$ cat config.mk
export PLATFORM = sky130hd
export DESIGN_NAME = stopwatch_seg_display
export DESIGN_NICKNAME = d
export VERILOG_FILES = /design/src/rtl/stopwatch_seg_display.sv
export SDC_FILE = /design/constraint.sdc
export NUM_CORES = 1
export LEC_CHECK = 0
export BUFFER_PORTS_ARGS = -buffer_cell sky130_fd_sc_hd__buf_4
export CAP_MARGIN = 20
export CORE_AREA = 2 2 117 119
export DETAILED_ROUTE_END_ITERATION = 6
export DIE_AREA = 0 0 119 121
export GPL_ROUTABILITY_DRIVEN = 0
export MAX_ROUTING_LAYER = met4
export PLACE_DENSITY = 0.76
export SETUP_SLACK_MARGIN = 0.4
export SYNTH_ARGS = -nofsm -noshare
export SYNTH_HDL_FRONTEND = slang
export SYNTH_SLANG_ARGS = --single-unit
$ cat constraint.sdc
create_clock -name clk -period 7.77 [get_ports clk]
set_clock_uncertainty 0.05 [all_clocks]
set_input_delay 0.777 -clock clk [delete_from_list [all_inputs] [get_ports clk]]
set_output_delay 0.777 -clock clk [all_outputs]
set_load 0.05 [all_outputs]
$ cat src/rtl/stopwatch_seg_display.sv
// Stopwatch time-word to 8-digit multiplexed 7-segment display (HH.MM.SS.CC) with double-dabble BCD conversion.
// Optional lap/hold freeze enabled by defining STOPWATCH_SEG_LAP_EN.
module stopwatch_seg_display #(
  parameter int SCAN_DIV = 100000
) (
  input  logic        clk,
  input  logic        reset_n,
  input  logic [26:0] disp_time,
  input  logic        blank_lz,
`ifdef STOPWATCH_SEG_LAP_EN
  input  logic        lap,
`endif
  output logic [7:0]  an,
  output logic [6:0]  seg,
  output logic        dp,
  output logic        busy
);

  localparam int NUM_DIGITS = 8;
  localparam int PW = $clog2(SCAN_DIV);
  localparam logic [PW-1:0] PRE_LAST = PW'(SCAN_DIV - 1);

  typedef enum logic [1:0] {
    IDLE   = 2'd0,
    CONV   = 2'd1,
    COMMIT = 2'd2
  } state_t;

  function automatic logic [9:0] sat(input logic [9:0] v, input logic [9:0] lim);
    return (v > lim) ? lim : v;
  endfunction

  // One double-dabble step on {bcd[11:0], bin[9:0]}: add-3 to nibbles >= 5, then shift left.
  function automatic logic [21:0] dd_step(input logic [21:0] v);
    logic [21:0] t;
    t = v;
    for (int k = 0; k < 3; k++) begin
      t[10+4*k +: 4] = (t[10+4*k +: 4] >= 4'd5) ? (t[10+4*k +: 4] + 4'd3) : t[10+4*k +: 4];
    end
    t = t << 1;
    return t;
  endfunction

  function automatic logic [6:0] seg_code(input logic [3:0] d);
    case (d)
      4'd0:    return 7'b1000000;
      4'd1:    return 7'b1111001;
      4'd2:    return 7'b0100100;
      4'd3:    return 7'b0110000;
      4'd4:    return 7'b0011001;
      4'd5:    return 7'b0010010;
      4'd6:    return 7'b0000010;
      4'd7:    return 7'b1111000;
      4'd8:    return 7'b0000000;
      4'd9:    return 7'b0010000;
      default: return 7'b1111111;
    endcase
  endfunction

  logic [PW-1:0] pre_r;
  logic [2:0]    idx_r;
  state_t        state_r, state_s;
  logic [3:0]    cnt_r;
  logic [21:0]   acc_r   [4];
  logic [3:0]    digit_r [NUM_DIGITS];
  logic          wrap_s, snap_s;
  logic [6:0]    seg_s;
  logic          dp_s;

  assign wrap_s = (pre_r == PRE_LAST) && (idx_r == 3'd7);

`ifdef STOPWATCH_SEG_LAP_EN
  logic hold_r;
  logic hold_next_s;

  assign hold_next_s = hold_r ^ lap;
  // A lap pulse on the wrap edge already governs that edge's snapshot.
  assign snap_s = wrap_s && !hold_next_s;

  // Lap hold flag, toggled by each lap pulse.
  always_ff @(posedge clk) begin
    if (!reset_n) begin
      hold_r <= 1'b0;
    end else begin
      hold_r <= hold_next_s;
    end
  end
`else
  assign snap_s = wrap_s;
`endif

  // Converter next-state decode.
  always_comb begin
    state_s = state_r;
    case (state_r)
      IDLE: begin
        if (snap_s) state_s = CONV;
        else        state_s = IDLE;
      end
      CONV: begin
        if (cnt_r == 4'd9) state_s = COMMIT;
        else               state_s = CONV;
      end
      COMMIT:  state_s = IDLE;
      default: state_s = IDLE;
    endcase
  end

  // Segment/decimal-point selection for the digit being lit.
  always_comb begin
    seg_s = seg_code(digit_r[idx_r]);
    if (blank_lz && (idx_r == 3'd7) && (digit_r[7] == 4'd0)) begin
      seg_s = 7'h7F;
    end else begin
      seg_s = seg_code(digit_r[idx_r]);
    end
    dp_s = !((idx_r == 3'd2) || (idx_r == 3'd4) || (idx_r == 3'd6));
  end

  // Scan prescaler, digit index and registered display outputs.
  always_ff @(posedge clk) begin
    if (!reset_n) begin
      pre_r <= '0;
      idx_r <= 3'd0;
      an    <= 8'hFF;
      seg   <= 7'h7F;
      dp    <= 1'b1;
    end else begin
      if (pre_r == PRE_LAST) begin
        pre_r <= '0;
        idx_r <= idx_r + 3'd1;
      end else begin
        pre_r <= pre_r + PW'(1);
      end
      an  <= ~(8'd1 << idx_r);
      seg <= seg_s;
      dp  <= dp_s;
    end
  end

  // Snapshot, 10-step parallel BCD conversion and atomic digit commit.
  always_ff @(posedge clk) begin
    if (!reset_n) begin
      state_r <= IDLE;
      busy    <= 1'b0;
      cnt_r   <= 4'd0;
      for (int i = 0; i < 4; i++) acc_r[i] <= 22'd0;
      for (int i = 0; i < NUM_DIGITS; i++) digit_r[i] <= 4'd0;
    end else begin
      state_r <= state_s;
      busy    <= (state_s != IDLE);
      case (state_r)
        IDLE: begin
          if (snap_s) begin
            cnt_r    <= 4'd0;
            acc_r[0] <= {12'd0, sat(disp_time[9:0], 10'd999)};
            acc_r[1] <= {12'd0, sat({4'd0, disp_time[15:10]}, 10'd59)};
            acc_r[2] <= {12'd0, sat({4'd0, disp_time[21:16]}, 10'd59)};
            acc_r[3] <= {12'd0, sat({5'd0, disp_time[26:22]}, 10'd23)};
          end
        end
        CONV: begin
          cnt_r <= cnt_r + 4'd1;
          for (int i = 0; i < 4; i++) acc_r[i] <= dd_step(acc_r[i]);
        end
        COMMIT: begin
          digit_r[7] <= acc_r[3][17:14];
          digit_r[6] <= acc_r[3][13:10];
          digit_r[5] <= acc_r[2][17:14];
          digit_r[4] <= acc_r[2][13:10];
          digit_r[3] <= acc_r[1][17:14];
          digit_r[2] <= acc_r[1][13:10];
          digit_r[1] <= acc_r[0][21:18];
          digit_r[0] <= acc_r[0][17:14];
        end
        default: begin
          cnt_r <= 4'd0;
        end
      endcase
    end
  end

endmodule

=== Word-level counts from Yosys, hierarchy flattened ===
Memory sizes are Yosys's and may differ from the RTL's. A register that Yosys moved wholly into a read port is not among the register bits.
Index checks and enable logic that the tools add are counted.

* $add $sub $neg: 15
* Magnitude comparators: 16
* Eq/ne operators: 9
* Shift operators: 1
* Muxes and demuxes: 50
* Bitwise operators: 19
* Reductions and logical operators: 12

{| class="wikitable"
|+ Operators by type and width
! cell !! number
|-
| 22-bit two-way mux || 8
|-
| 4-bit two-way mux || 17
|-
| 4-bit by 3-bit greater-or-equal comparator with 1-bit output (second input constant) || 12
|-
| 4-bit by 2-bit adder with 4-bit output (second input constant) || 8
|-
| 3-bit two-way mux || 6
|-
| 17-bit by 1-bit adder with 17-bit output (second input constant) || 1
|-
| 17-bit equality test (second input constant) || 1
|-
| 1-bit bitwise OR || 16
|-
| 3-bit by 2-bit adder with 3-bit output (second input constant) || 4
|-
| 6-bit > comparator (second input constant) || 2
|-
| 1-bit two-way mux || 12
|-
| 6-bit two-way mux || 2
|-
| 4-bit case mux with 3 select lines || 1
|-
| 10-bit > comparator (second input constant) || 1
|-
| 10-bit two-way mux || 1
|-
| 3-bit equality test (second input constant) || 3
|-
| 8-bit inverter || 1
|-
| 1-bit by 3-bit left shift with 8-bit output (first input constant) || 1
|-
| 5-bit > comparator (second input constant) || 1
|-
| 5-bit two-way mux || 1
|-
| 4-bit by 1-bit adder with 4-bit output (second input constant) || 1
|-
| 4-bit equality test (second input constant) || 1
|-
| 4-bit logical NOT || 1
|-
| 2-bit case mux with 2 select lines || 1
|-
| 14 further kinds || 19
|}

* Register bits after elaboration: 36
* Memory bits (writable): 120
* ROM bits: 112
* Input port bits: 30
* Output and inout bits: 17
* Logic and storage cells: 132
* Memories kept: 3

{| class="wikitable"
|+ Memories
! memory !! depth !! width !! rd ports !! clocked after memory_dff !! wr ports !! RTL line !! text
|-
| (no name shown) || 16 || 7 || 1 || 1 || 0 || 45 || <nowiki>case (d)</nowiki>
|-
| acc_r || 4 || 22 || 4 || 0 || 4 || 64 || <nowiki>logic [21:0] acc_r [4];</nowiki>
|-
| digit_r || 8 || 4 || 2 || 1 || 8 || 65 || <nowiki>logic [3:0] digit_r [NUM_DIGITS];</nowiki>
|}

=== Longest topological paths before layout ===
* Depth in word-level cells: 8
* Gate-level depth with buffers: 9
* Depth with buffers taken out: 8

=== Least setup slack after synthesis ===
No wires, ideal clock.

* Path type: reg-to-reg
* From: register state_r[0]
* To: memory digit_r[0][0], enable pin
* Setup time: 0.466 ns
* Arrival time: 3.064 ns
* Data required time: 7.254 ns
* Path slack: 4.190 ns
* Stages on the path, launching flop included: 4
* Path buffers: 2
* Period minus slack after synthesis: 3.580 ns
* Cells stage by stage: dfxtp_1 clkbuf_1 buf_1 o21ai_0

{| class="wikitable"
|+ RTL lines
! item !! RTL line !! text
|-
| from (decl) || 62 || <nowiki>state_t state_r, state_s;</nowiki>
|-
| from (signal assigned) || 150 || <nowiki>state_r <= state_s;</nowiki>
|-
| to (decl) || 65 ||
|}

==> impl_metrics.csv <==
group,metric,value,unit
outcome,status,"finished, final reports clean",
timing,rsz0062_at_grt,"no",
clock_tree,numClockSinks,154,
worst_setup_path,critical_path_arrival,2.97,ns
worst_setup_path,crit_path_max_fanout,22,
global_routing,grt_remaining_overflow,0,
synthesis,post-synth-top-area-cell,"edfxtp_1",
route,detail_route.wl_per_cell,15.26,µm
synthesis,ys.flop_type,"edfxtp_1",
clock_tree,post-cts-setup-buffers,0,
clock_tree,post_cts_hold_buffer_count,0,
synthesis,synth_nets,695,
worst_setup_path,cp-end-kind,"flop",
layout,syn2layout_area_growth,14.18,%
clock_tree,clkLatencyLatePin,0.43,ns
layout,filler_cell_count,1044,
route,first_pass_iters,4,
clock_tree,clk_root_buffer_cell,"clkbuf_16",
pwr,swShare,22.12,%
clock_tree,post_cts_resize_count,0,
floorplanning,core,13090,µm²
pwr,power.net_switching,0.3839,mW
route,drc,0,
synthesis,post_synth_edffs,94,
synthesis,synth.area.top_cells,"edfxtp_1, dfxtp_1, ha_1",
timing,achievable-frequency,318.1,MHz
global_routing,grt_max_degree,48,
layout,mostFrequentLayoutCells,"edfxtp_1, nand2_1, nor2_1, dfxtp_1, buf_4",
timing,postLayoutSetupSlackWorst,4.627,ns
synthesis,synth_seq_cells,154,
timing,report.final.setup_viol,0,
synthesis,synthesis.area_per_instance,11.13,µm²
route,drtAntennaViolNets,0,
worst_setup_path,path_class,"flop to flop",
placement,place_ws,4.603,ns
pwr,peakVddDrop,155.5,µV
global_routing,via_count_of_the_first_global_routing_pass,4629,
synthesis,synthesis.instances,633,
clock_tree,cts_made_buffers,17,
clock_tree,htree_levels,4,
pwr,power.sequential.fraction,51.6,%
worst_setup_path,critPathMaxStageDelay,0.94,ns
timing,tightestPinTransition,1.043,ns
timing,slew_headroom,30.30,%
floorplanning,die_x,119,µm
synthesis,synth.top_cell.area_share,40.05,%
floorplanning,floorplan.die_area,14400,µm²
route,route.detailed.vias_per_inst,5.459,
worst_setup_path,critical_path.cell_chain,"clkinv_1, nand2_1, nand3_1",
synthesis,ys.warnings.count,0,
synthesis,yosys.cell_types.count,57,
floorplanning,boundaryPins,47,
clock_tree,clock_tree_from_tritoncts,"done",
synthesis,asyncSetResetFlopFracSynth,0,%
layout,layout-drive-gt1-share,14.62,%
timing,final-max-slew-violation-count,0,
timing,tns,0,ns
route,post_detailed_routing_wire_length,13130,µm
pwr,combPwrFrac,4.7,%
pwr,power.clock.fraction,43.7,%
layout,finish.net_count,733,
timing,layout_worst_path_cycle_share,40.45,%
layout,antenna_cells_inserted,0,
worst_setup_path,crit_path_start_kind,"flop",
worst_setup_path,worst_endpoint_required_time,7.59,ns
synthesis,syn_area,7048,µm²
floorplanning,floorplan.die.height,121,µm
global_routing,grt_usage,19.96,%
clock_tree,max-clock-path-buffers,2,
floorplanning,floorplan.initialDensity,53.86,%
flow_run,maxCapViolCount,0,
worst_setup_path,slowest_stage_cell_cp,"nand3_1",
pwr,internal_power,1.352,mW
global_routing,grt_antenna_before_repair,0,
pwr,p_leak,3.061,nW
synthesis,synth.yosys.seq_area_share,57.09,%
timing,report.final.hold_viol_count,0,
floorplanning,row_count,42,
pwr,power.density,215.7,nW/µm²
placement,hpwl_after_detailed_placement,8923,µm
route,drt-initial-drc-count,251,
worst_setup_path,ff2ff_setup_slack,4.63,ns
route,num_vias,4695,
hold_path,min-delay-path-class,"flop to flop",
global_routing,grt_pass1_wl,22000,µm
clock_tree,clk_pin_slew_worst_paths,0.06,ns
timing,timing.final.crit_period,3.143,ns
layout,leading_cell_type_in_the_layout_fill_and_taps_excluded,"edfxtp_1",
placement,place.port_buffers,46,
-- metrics by stage --
| step | instance area (µm²) | total power [mW] | std cells | hold slack [ns] | util, % |
|---|---|---|---|---|---|
| 2_1_floorplan | 7048 | 0.9637 | 633 | 0.3758 | - |
| 3_3_place_gp | 7506 | 0.9907 | 828 | 0.3881 | 57.36 |
| 3_5_place_dp | 7506 | 0.9948 | 828 | 0.3939 | 57.36 |
| 4_1_cts | 8048 | 1.748 | 860 | 0.4007 | 61.50 |
| 5_1_grt | 8048 | 1.791 | 860 | 0.4139 | 61.50 |
| 6_report | 8048 | 1.736 | 860 | 0.4001 | 61.50 |
-- synth_stat cells, types with 4 or more instances --
cell / number
a21oi_1: 39
a22o_1: 14
a31oi_1: 4
and2_1: 19
and3_1: 16
buf_2: 4
clkbuf_1: 22
dfxtp_1: 60
edfxtp_1: 94
ha_1: 32
inv_1: 28
mux2i_1: 4
mux4_2: 8
nand2_1: 64
nand2b_1: 11
nand3_1: 22
nand4_1: 7
nor2_1: 62
nor3_1: 8
nor4_1: 17
o21ai_0: 18
o21ai_1: 6
o31ai_1: 5
xnor2_1: 16
xor2_1: 15
-- registers in the layout (all words and copies together), names as in the netlist, named ones only --
register and flops:
dp 1, idx_r 3, state_r 2, an 8
cnt_r 4, seg 7, busy 1, pre_r 17
acc_r 76, digit_r 32
-- final cells by class --
type | count | area (µm²) | share of cell area [%]
inverters | 29 | 108.9 | 1.353
well taps | 176 | 220.2 | 2.736
flip-flops and latches | 154 | 4024 | 50.00
clock buffers | 22 | 476.7 | 5.924
repair buffers | 49 | 367.9 | 4.571
multi-input cells | 420 | 2785 | 34.61
clock inverters | 10 | 65.06 | 0.8085
-- per-layer routing --
| metal | part of all wire (%) | up-vias | global-route usage [%] |
|---|---|---|---|
| met2 | 50 | 105 | 31.97 |
| met4 | 2.1 | 0 | 9.301 |
| met3 | 3.7 | 24 | 4.229 |
| li1 | - | 2332 | - |
| met1 | 44 | 2234 | 24.43 |
| met5 | 0 | - | - |
-- worst max-delay path, delay by kind of cell, from the launching register on --
family	cells	cell delay [ns]
buf+inv	1	0.45
simple gates	2	1.72
flops	1	0.36
-- path summary, 6_finish.rpt --
check                                           endpoint                     start  depth (start not counted)
worst min register to register  acc_r[2][9]$_SDFFE_PP0P_  acc_r[2][8]$_SDFFE_PP0P_                          2
worst max register to register    acc_r[0][17]$_DFFE_PP_     state_r[1]$_SDFF_PN0_                          3
worst max-delay path              acc_r[0][17]$_DFFE_PP_     state_r[1]$_SDFF_PN0_                          3
worst min-delay path            acc_r[2][9]$_SDFFE_PP0P_  acc_r[2][8]$_SDFFE_PP0P_                          2
-- power groups by stage --
stage          clock (mW)  combinational, mW  sequential, mW
5_1_grt             0.803             0.0900           0.898
6_report            0.758             0.0813           0.896
4_1_cts             0.770             0.0821           0.896
3_5_place_dp            0             0.0812           0.914
2_1_floorplan           0             0.0441           0.920
3_3_place_gp            0             0.0782           0.912
-- kinds of logic (layout without fill, tap and decap cells) --
group	count (synthesis)	after routing	share of synthesized area, %
adder cells (fa/ha/maj)	32	32	5.681
multiplexers	15	15	3.675
buffers and inverters	59	110	3.479
AND/OR/NAND/NOR	244	244	17.74
XOR/XNOR	31	31	3.852
AO/OA/AOI/OAI	98	98	8.486
flip-flops	154	154	57.09
No activity file was read; power rests on OpenSTA's default activity.
